<file path="config.mk">
export PLATFORM = sky130hd
export DESIGN_NAME = output_port_arbiter_flat
export DESIGN_NICKNAME = d
export VERILOG_FILES = /design/src/rtl/opa_pkg.sv /design/src/rtl/output_port_arbiter_if.sv /design/src/rtl/output_port_arbiter_rr_pick.sv /design/src/rtl/output_port_arbiter.sv /design/src/flat_wrapper.sv
export SDC_FILE = /design/constraint.sdc
export NUM_CORES = 1
export LEC_CHECK = 0
export ABC_AREA = 1
export CORE_ASPECT_RATIO = 1.1
export CORE_UTILIZATION = 41
export CTS_CLUSTER_DIAMETER = 30
export CTS_CLUSTER_SIZE = 20
export DETAILED_ROUTE_END_ITERATION = 12
export PLACE_DENSITY = 0.82
export SYNTH_ARGS = -nofsm -noshare
export SYNTH_HDL_FRONTEND = slang
export SYNTH_HIERARCHICAL = 1
export SYNTH_SLANG_ARGS = --single-unit
</file>
<file path="constraint.sdc">
create_clock -name clk -period 2.75 [get_ports clk]
set_input_delay 0.55 -clock clk [delete_from_list [all_inputs] [get_ports clk]]
set_output_delay 0.55 -clock clk [all_outputs]
set_load 0.02 [all_outputs]
</file>
<file path="src/rtl/opa_pkg.sv">
// Shared types and helpers for output_port_arbiter.
package opa_pkg;

  typedef enum logic {
    IDLE = 1'b0,
    ACK  = 1'b1
  } state_e;

  localparam logic [7:0] PORT_BASE = 8'hF0;
  localparam logic [7:0] PORT_LAST = 8'hFF;

  // True when addr lies inside the output port bank window.
  function automatic logic in_port_window(input logic [7:0] addr);
    return (addr >= PORT_BASE) && (8'(addr - PORT_BASE) <= 8'(PORT_LAST - PORT_BASE));
  endfunction

endpackage

</file>
<file path="src/rtl/output_port_arbiter_if.sv">
// Requester-side write bus of the output port arbiter.
interface output_port_arbiter_if #(
  parameter int unsigned NUM_REQ = 4
);

  logic [NUM_REQ-1:0]   req_valid;
  logic [8*NUM_REQ-1:0] req_addr;
  logic [8*NUM_REQ-1:0] req_data;
  logic [NUM_REQ-1:0]   req_lock;
  logic [NUM_REQ-1:0]   req_ready;
  logic [NUM_REQ-1:0]   req_err;

  modport master (
    output req_valid, req_addr, req_data, req_lock,
    input  req_ready, req_err
  );

  modport slave (
    input  req_valid, req_addr, req_data, req_lock,
    output req_ready, req_err
  );

endinterface

</file>
<file path="src/rtl/output_port_arbiter_rr_pick.sv">
// Combinational round-robin priority encoder: first valid after last_grant.
module output_port_arbiter_rr_pick #(
  parameter int unsigned NUM_REQ = 4
) (
  input  logic [NUM_REQ-1:0]         valid,
  input  logic [$clog2(NUM_REQ)-1:0] last_grant,
  output logic [$clog2(NUM_REQ)-1:0] grant_c,
  output logic                       any_c
);

  localparam int unsigned IDX_W = $clog2(NUM_REQ);

  // Walk the ring starting one past the previous winner.
  always_comb begin
    int unsigned idx;
    grant_c = '0;
    any_c   = 1'b0;
    idx     = 0;
    for (int unsigned k = 1; k <= NUM_REQ; k++) begin
      idx = (32'(last_grant) + k) % NUM_REQ;
      if (!any_c && valid[IDX_W'(idx)]) begin
        grant_c = IDX_W'(idx);
        any_c   = 1'b1;
      end
    end
  end

endmodule

</file>
<file path="src/rtl/output_port_arbiter.sv">
// Round-robin arbiter sharing the output port bank write bus.
// Optional feature: define OPA_LOCK_EN to enable locked (repeated) grants.
module output_port_arbiter
  import opa_pkg::*;
#(
  parameter int unsigned NUM_REQ  = 4,
  parameter int unsigned LOCK_MAX = 8
) (
  input  logic                  clk,
  input  logic                  reset,
  output_port_arbiter_if.slave  bus,
  output logic                  write,
  output logic [7:0]            address,
  output logic [7:0]            data_out,
  output logic                  busy
);

  localparam int unsigned IDX_W = $clog2(NUM_REQ);

  state_e             state_q, state_d;
  logic [IDX_W-1:0]   grant_q, grant_d;
  logic [IDX_W-1:0]   last_grant_q, last_grant_d;
  logic [NUM_REQ-1:0] ready_q, ready_d;
  logic [NUM_REQ-1:0] err_q, err_d;
  logic               write_q, write_d;
  logic [7:0]         address_q, address_d;
  logic [7:0]         data_q, data_d;
  logic               busy_q, busy_d;

  logic [IDX_W-1:0]   pick_c;
  logic               any_c;
  logic [7:0]         sel_addr_c;
  logic [7:0]         sel_data_c;
  logic               sel_valid_c;
  logic               sel_lock_c;

`ifdef OPA_LOCK_EN
  localparam int unsigned CNT_W = $clog2(LOCK_MAX) + 1;
  logic [CNT_W-1:0]   lock_cnt_q, lock_cnt_d;
  logic               hold_c;
`else
  logic               unused_lock_c;
  assign unused_lock_c = ^{sel_lock_c, sel_valid_c, 32'(LOCK_MAX)};
`endif

  output_port_arbiter_rr_pick #(.NUM_REQ(NUM_REQ)) u_rr_pick (
    .valid      (bus.req_valid),
    .last_grant (last_grant_q),
    .grant_c    (pick_c),
    .any_c      (any_c)
  );

  // Select the bus fields of the currently granted requester.
  always_comb begin
    sel_addr_c  = '0;
    sel_data_c  = '0;
    sel_valid_c = 1'b0;
    sel_lock_c  = 1'b0;
    for (int unsigned i = 0; i < NUM_REQ; i++) begin
      if (grant_q == IDX_W'(i)) begin
        sel_addr_c  = bus.req_addr[8*i +: 8];
        sel_data_c  = bus.req_data[8*i +: 8];
        sel_valid_c = bus.req_valid[i];
        sel_lock_c  = bus.req_lock[i];
      end
    end
  end

`ifdef OPA_LOCK_EN
  // A locked requester keeps priority while it still has a write pending.
  assign hold_c = (lock_cnt_q != '0) && sel_valid_c;
`endif

  // Next-state and registered-output logic.
  always_comb begin
    state_d      = state_q;
    grant_d      = grant_q;
    last_grant_d = last_grant_q;
    ready_d      = '0;
    err_d        = '0;
    write_d      = 1'b0;
    address_d    = address_q;
    data_d       = data_q;
`ifdef OPA_LOCK_EN
    lock_cnt_d   = lock_cnt_q;
`endif
    unique case (state_q)
      IDLE: begin
`ifdef OPA_LOCK_EN
        if (hold_c) begin
          ready_d = NUM_REQ'(1) << grant_q;
          state_d = ACK;
        end else begin
          if (lock_cnt_q != '0) begin
            lock_cnt_d   = '0;
            last_grant_d = grant_q;
          end
          if (any_c) begin
            grant_d = pick_c;
            ready_d = NUM_REQ'(1) << pick_c;
            state_d = ACK;
          end
        end
`else
        if (any_c) begin
          grant_d = pick_c;
          ready_d = NUM_REQ'(1) << pick_c;
          state_d = ACK;
        end
`endif
      end
      ACK: begin
        state_d = IDLE;
        if (in_port_window(sel_addr_c)) begin
          write_d   = 1'b1;
          address_d = sel_addr_c;
          data_d    = sel_data_c;
        end else begin
          err_d = NUM_REQ'(1) << grant_q;
        end
        last_grant_d = grant_q;
`ifdef OPA_LOCK_EN
        if (sel_lock_c && (lock_cnt_q < CNT_W'(LOCK_MAX - 1))) begin
          lock_cnt_d   = lock_cnt_q + CNT_W'(1);
          last_grant_d = last_grant_q;
        end else begin
          lock_cnt_d = '0;
        end
`endif
      end
      default: state_d = IDLE;
    endcase
    busy_d = (state_d != IDLE);
  end

  // State and output registers with synchronous reset.
  always_ff @(posedge clk) begin
    if (reset) begin
      state_q      <= IDLE;
      grant_q      <= '0;
      last_grant_q <= IDX_W'(NUM_REQ - 1);
      ready_q      <= '0;
      err_q        <= '0;
      write_q      <= 1'b0;
      address_q    <= '0;
      data_q       <= '0;
      busy_q       <= 1'b0;
`ifdef OPA_LOCK_EN
      lock_cnt_q   <= '0;
`endif
    end else begin
      state_q      <= state_d;
      grant_q      <= grant_d;
      last_grant_q <= last_grant_d;
      ready_q      <= ready_d;
      err_q        <= err_d;
      write_q      <= write_d;
      address_q    <= address_d;
      data_q       <= data_d;
      busy_q       <= busy_d;
`ifdef OPA_LOCK_EN
      lock_cnt_q   <= lock_cnt_d;
`endif
    end
  end

  assign bus.req_ready = ready_q;
  assign bus.req_err   = err_q;
  assign write         = write_q;
  assign address       = address_q;
  assign data_out      = data_q;
  assign busy          = busy_q;

endmodule
</file>
<file path="src/flat_wrapper.sv">
// flat-port wrapper written by rule: the top's interface ports become plain ports
module output_port_arbiter_flat import opa_pkg::*;
#(
  parameter int unsigned NUM_REQ  = 4,
  parameter int unsigned LOCK_MAX = 8
)
  (clk, reset, write, address, data_out, busy, bus_req_valid, bus_req_addr, bus_req_data, bus_req_lock, bus_req_ready, bus_req_err);
  output_port_arbiter_if #(.NUM_REQ(NUM_REQ)) bus_i ();
  input  logic clk;
  input  logic reset;
  output logic write;
  output logic [7:0] address;
  output logic [7:0] data_out;
  output logic busy;
  input wire logic [$bits(bus_i.req_valid)-1:0] bus_req_valid;
  input wire logic [$bits(bus_i.req_addr)-1:0] bus_req_addr;
  input wire logic [$bits(bus_i.req_data)-1:0] bus_req_data;
  input wire logic [$bits(bus_i.req_lock)-1:0] bus_req_lock;
  output wire logic [$bits(bus_i.req_ready)-1:0] bus_req_ready;
  output wire logic [$bits(bus_i.req_err)-1:0] bus_req_err;
  assign bus_i.req_valid = bus_req_valid;
  assign bus_i.req_addr = bus_req_addr;
  assign bus_i.req_data = bus_req_data;
  assign bus_i.req_lock = bus_req_lock;
  assign bus_req_ready = bus_i.req_ready;
  assign bus_req_err = bus_i.req_err;
  output_port_arbiter #(.NUM_REQ(NUM_REQ), .LOCK_MAX(LOCK_MAX)) u_core (.clk(clk), .reset(reset), .bus(bus_i), .write(write), .address(address), .data_out(data_out), .busy(busy));
endmodule
</file>
==> results_dict.tcl, run 1 <==
set metrics [dict create \
    seq_area_um2 600.6 \
    io_buffers 95 \
    yosys-top-cells-count "nand2_1, dfxtp_1, nor2_1" \
    drc 0 \
    antenna_found_initial 0 \
    synth_xor_area_frac 0 \
    tightestPinTransition_ns 0.5274 \
    synth.cell_area_um2 1754 \
    stdcell_count 407 \
    grt_max_degree 16 \
    synthToLayoutAreaGrowth_pct 59.20 \
    cp_num_buf_inv 1 \
    postRouteWirelength_um 5048 \
    fillerInstances 356 \
    synth_top_cell_area_share 0.3424 \
    drtPass1Iterations 4 \
    ant_nets 0 \
    synth_top_family_by_area "simple AND/OR/NAND/NOR gates" \
    root_buffer "clkbuf_8" \
    async_reset_ff_frac 0 \
    vias 1970 \
    stdcell_area_um2 2793 \
    path_delay_family "buffers and inverters" \
    drive_gt1_frac 0.09859 \
    critPathSlowestCell "clkdlybuf4s50_1" \
    hold_viol 0 \
    synth_fa_ha_area_frac 0 \
    place_ws_ns 0.5721 \
    p_leak_nw 1.227 \
    synth_flop_cell "dfxtp_1" \
    postCtsSetupRepairBufs 0 \
    globalplace.congestion 0.7788 \
    max_stage_delay_ns 0.67 \
    grt_pass1_wl_um 7997 \
    totalNegativeSetupSlack_ns 0 \
    grt_usage 0.2264 \
    fin_nets 428 \
    dp_hpwl_um 3996 \
    maxSlewHeadroom 0.6480 \
    maxCapViolations 0 \
    overflow 0 \
    worstSetupEndpointType "output port" \
    vdd_drop_max_mv 0.4417 \
    synth_compound_area_frac 0.08916 \
    max_freq_mhz 494.8 \
    cts_tree "done" \
    crit_type "register to output port" \
    diodes 0 \
    slew_violations 0 \
    rows 24 \
    ys_ff_latch 30 \
    p_per_area_nw_per_um2 663.9 \
    setup_viol_count_final 0 \
    crit_path_start_kind "register" \
    yosys.area_share.simple 0.4779 \
    synth_warnings 6 \
    syn-instance-count 261 \
    drtIter0Drc 67 \
    start_util 0.4359 \
    synth_fp_nets 335 \
    place_inst 399 \
    cts_hold_buf 0 \
    crit_path_cell_trace "clkdlybuf4s50_1" \
    synth.most_common_cell "nand2_1" \
    grt_pass1_vias 1771 \
    die_h_um 70.61 \
    synthTopCellsByArea "dfxtp_1, nand2_1, nand3_1" \
    boundaryPins 100 \
    grt_setup_unrepaired "no" \
    cts-htree-levels 2 \
    cp.arrival_ns 1.47 \
    routedWlPerCell_um 12.40 \
    synth.area.mux_share 0 \
    multi_input_area_um2 994.7 \
    required_ns 2.20 \
    cts.sinks 30 \
    cts_buffer_depth 2 \
    yosys.area.top_type "dfxtp_1" \
    worst_slack_ns 0.7289 \
    yosysUniqueCellTypes 26 \
    dieArea_um2 4544 \
    die_w_um 64.37 \
    numCtsBuffers 5 \
    synth_edf_count 0 \
    avgSynthCellArea_um2 6.721 \
    clkTransAtPathRegs_ns 0.06 \
    routed_via_density 4.840 \
    insertion_delay_ns 0.27 \
    core_area_um2 4024 \
    post_dp_cell_area_um2 2698 \
    fin_crit_ns 2.021 \
    status "finished, final reports clean" \
    finClkSkew_ns 0.003102 \
    path_max_fanout 9 \
    post_cts_resized 0 \
    yosysSeqAreaShare 0.3424 \
    worstHoldPathType "register to register" \
    min_period_over_period 0.7349 \
]
## report_power, final
group          internal (mW)  total (mW)  switching [mW]
Clock                  0.201       0.359           0.159
Combinational          0.376       0.919           0.543
Sequential             0.494       0.575          0.0812
## layer usage
metal | vias to the layer above | wire (um) | global-route usage
met3 | 7 | 437 | 0.06613
met2 | 73 | 2389 | 0.4023
li1 | 1021 | - | -
met4 | 0 | 54 | 0.07407
met1 | 869 | 2166 | 0.2570
met5 | - | 0 | 0
## flip-flops by register name (all words and copies together), names as in the netlist
name and cells:
u_core/address 8, u_core/data_out 8, u_core/bus.req_err 4, u_core/bus.req_ready 4, u_core/grant_q 2, u_core/last_grant_q 2
u_core/busy 1, u_core/write 1
## placed cells by master, fill, tap and decap left out, types with 7 or more instances in the layout
| master | Yosys | layout |
|---|---|---|
| nand2_1 | 84 | 84 |
| nand2_4 | 8 | 8 |
| o21ai_1 | 7 | 7 |
| clkdlybuf4s50_1 | 0 | 95 |
| nor2_1 | 30 | 30 |
| a21oi_1 | 12 | 12 |
| dfxtp_1 | 30 | 30 |
| inv_1 | 15 | 15 |
| nand3_1 | 28 | 28 |
## per-stage QoR
stage	total power [mW]	util	hold WS, ns
5_1_grt	1.997	0.6940	0.4854
3_5_place_dp	1.501	0.6704	0.4439
3_3_place_gp	1.490	0.6704	0.4394
2_1_floorplan	1.235	-	0.4997
4_1_cts	1.862	0.6940	0.4553
6_report	1.854	0.6940	0.4535
## cells by family (layout without fill, tap and decap cells)
family / after synthesis / after routing
AOI/OAI and AO/OA: 29 / 29
DFF: 30 / 30
and+or+nand+nor: 173 / 173
buffers and inverters: 29 / 123
## path summary, 6_finish.rpt
kind / startpoint / endpoint / slack, ns / cells after the start
worst min-delay path: u_core/address[7]$_SDFFE_PP0P_ / u_core/address[7]$_SDFFE_PP0P_ / 0.45 / 2
worst min register to register: u_core/address[7]$_SDFFE_PP0P_ / u_core/address[7]$_SDFFE_PP0P_ / 0.45 / 2
worst max register to register: u_core/last_grant_q[0]$_SDFFE_PP1P_ / u_core/grant_q[0]$_SDFFE_PP0P_ / 0.81 / 10
worst max-delay path: u_core/busy$_SDFF_PP0_ / busy / 0.73 / 1
## area by class of cell
type	instances	area share
Multi-Input combinational cell	202	0.3562
Timing Repair Buffer	96	0.3432
Sequential cell	30	0.2151
Clock buffer	6	0.02957
Inverter	19	0.02823
Tap cell	52	0.02330
Clock inverter	2	0.004480
No activity file was read; power rests on OpenSTA's default activity.
==> inputs of run 2 (changes only) <==
Settings changed: CORE_UTILIZATION 41 to 35, PLACE_DENSITY 0.82 to 0.75.
Clock period 2.75 ns to 1.7 ns, I/O delays scaled along.
==> run 2 against run 1 <==
Against the previous run:
- design area rose by 5.1%
- critical path depth is the same
- non-clock buffer count increased by 13
- routed wire length rose by 1.2%
- utilization is 7.2 points lower
- power up 79%
- clock skew rose by 0.0013 ns
- global-route usage fell by 3.4 points
==> results_dict.tcl, run 2 (synthesized netlist as in run 1, its figures left out) <==
set metrics [dict create \
    grt_usage 0.1919 \
    p_total_mw 3.323 \
    drc 0 \
    setup_viol_count_final 0 \
    die_h_um 76.25 \
    antenna_found_initial 0 \
    final_util 0.6220 \
    p_switching_mw 1.302 \
    tightestPinTransition_ns 0.4622 \
    grt_setup_unrepaired "no" \
    cts_buffer_depth 2 \
    drtPass1Iterations 4 \
    grt_max_degree 16 \
    synthToLayoutAreaGrowth_pct 67.26 \
    diodes 0 \
    hold_viol 0 \
    cp.arrival_ns 1.25 \
    cts_hold_buf 0 \
    numCtsBuffers 5 \
    die_w_um 69.50 \
    required_ns 1.36 \
    crit_path_start_kind "register" \
    max_freq_mhz 630.9 \
    clockPowerShare 0.214 \
    postRouteWirelength_um 5111 \
    finClkSkew_ns 0.004359 \
    overflow 0 \
    grt_pass1_vias 1907 \
    grt_pass1_wl_um 8142 \
    p_leak_nw 1.302 \
    boundaryPins 100 \
    crit_path_cell_trace "clkdlybuf4s50_1" \
    io_buffers 95 \
    swShare 0.3919 \
    post_cts_resized 0 \
    vias 2014 \
    path_max_fanout 2 \
    worstHoldPathType "register to register" \
    drive_gt1_frac 0.1444 \
    routed_via_density 4.761 \
    clkTransAtPathRegs_ns 0.06 \
    cp_num_buf_inv 1 \
    slew_violations 0 \
    final_common_cell "clkdlybuf4s50_1" \
    fin_nets 441 \
    globalplace.congestion 0.8228 \
    ant_nets 0 \
    core_area_um2 4717 \
    p_seq_frac 0.267 \
    cts_tree "done" \
    cts-htree-levels 2 \
    start_util 0.3719 \
    most-common-layout-cells "clkdlybuf4s50_1, nand2_1, nor2_1, nand3_1, dfxtp_1" \
    routedWlPerCell_um 12.08 \
    critPathSlowestCell "clkdlybuf4s50_1" \
    vdd_drop_max_mv 0.5884 \
    cts.sinks 30 \
    insertion_delay_ns 0.28 \
    worstSetupEndpointType "output port" \
    min_period_over_period 0.9324 \
    status "finished, final reports clean" \
    p_int_mw 2.021 \
    path_delay_family "buffers and inverters" \
    crit_type "register to output port" \
    p_comb_frac 0.518 \
    rows 26 \
    dp_hpwl_um 4097 \
    p_per_area_nw_per_um2 1133 \
    fin_crit_ns 1.585 \
    drtIter0Drc 49 \
    maxCapViolations 0 \
    root_buffer "clkbuf_8" \
    maxSlewHeadroom 0.6915 \
    max_stage_delay_ns 0.63 \
    postCtsSetupRepairBufs 0 \
    dieArea_um2 5299 \
]
==> run 2: final cells by class <==
cell class / count / area (um2)
Clock buffer: 6 / 82.58
Clock inverter: 1 / 30.03
Fill cell: 446 / 1783
Inverter: 19 / 78.83
Multi-Input combinational cell: 202 / 1010
Sequential cell: 30 / 603.1
Tap cell: 56 / 70.07
Timing Repair Buffer: 109 / 1060
==> run 2: stage by stage <==
stage,area [um2],hold slack (ns),setup slack (ns),TNS [ns],instances
after floorplan,1754,0.4997,0.2994,0,261
after global placement,2800,0.4475,-0.1343,-1.009,416
after detailed placement,2800,0.4500,-0.2081,-1.717,416
after CTS,2913,0.4611,0.03718,0,423
after global routing,2934,0.4983,0.01155,0,423
final,2934,0.4584,0.1149,0,423
==> run 2: worst paths after layout <==
kind | from | end | slack, ns | cells past startpoint
max | u_core/data_out[4]$_SDFFE_PP0P_ | data_out[4] | 0.11 | 1
max reg2reg | u_core/last_grant_q[0]$_SDFFE_PP1P_ | u_core/bus.req_ready[1]$_SDFF_PP0_ | 0.16 | 11
min | u_core/address[5]$_SDFFE_PP0P_ | u_core/address[5]$_SDFFE_PP0P_ | 0.46 | 2
min reg2reg | u_core/address[5]$_SDFFE_PP0P_ | u_core/address[5]$_SDFFE_PP0P_ | 0.46 | 2
==> run 2: metal layers <==
layer | wire, um | vias to the layer above | track usage
li1 | - | 1050 | -
met2 | 2571 | 66 | 0.3515
met5 | 0 | - | 0
met3 | 443 | 6 | 0.06614
met1 | 2037 | 892 | 0.2000
met4 | 58 | 0 | 0.06939
==> run 2: power by group through the flow <==
stage	Clock [mW]	Combinational, mW	Sequential [mW]
after floorplan	0	1.06	0.937
after global routing	0.748	1.90	0.901
after global placement	0	1.67	0.897
after CTS	0.726	1.71	0.884
final	0.713	1.72	0.888
after detailed placement	0	1.71	0.898
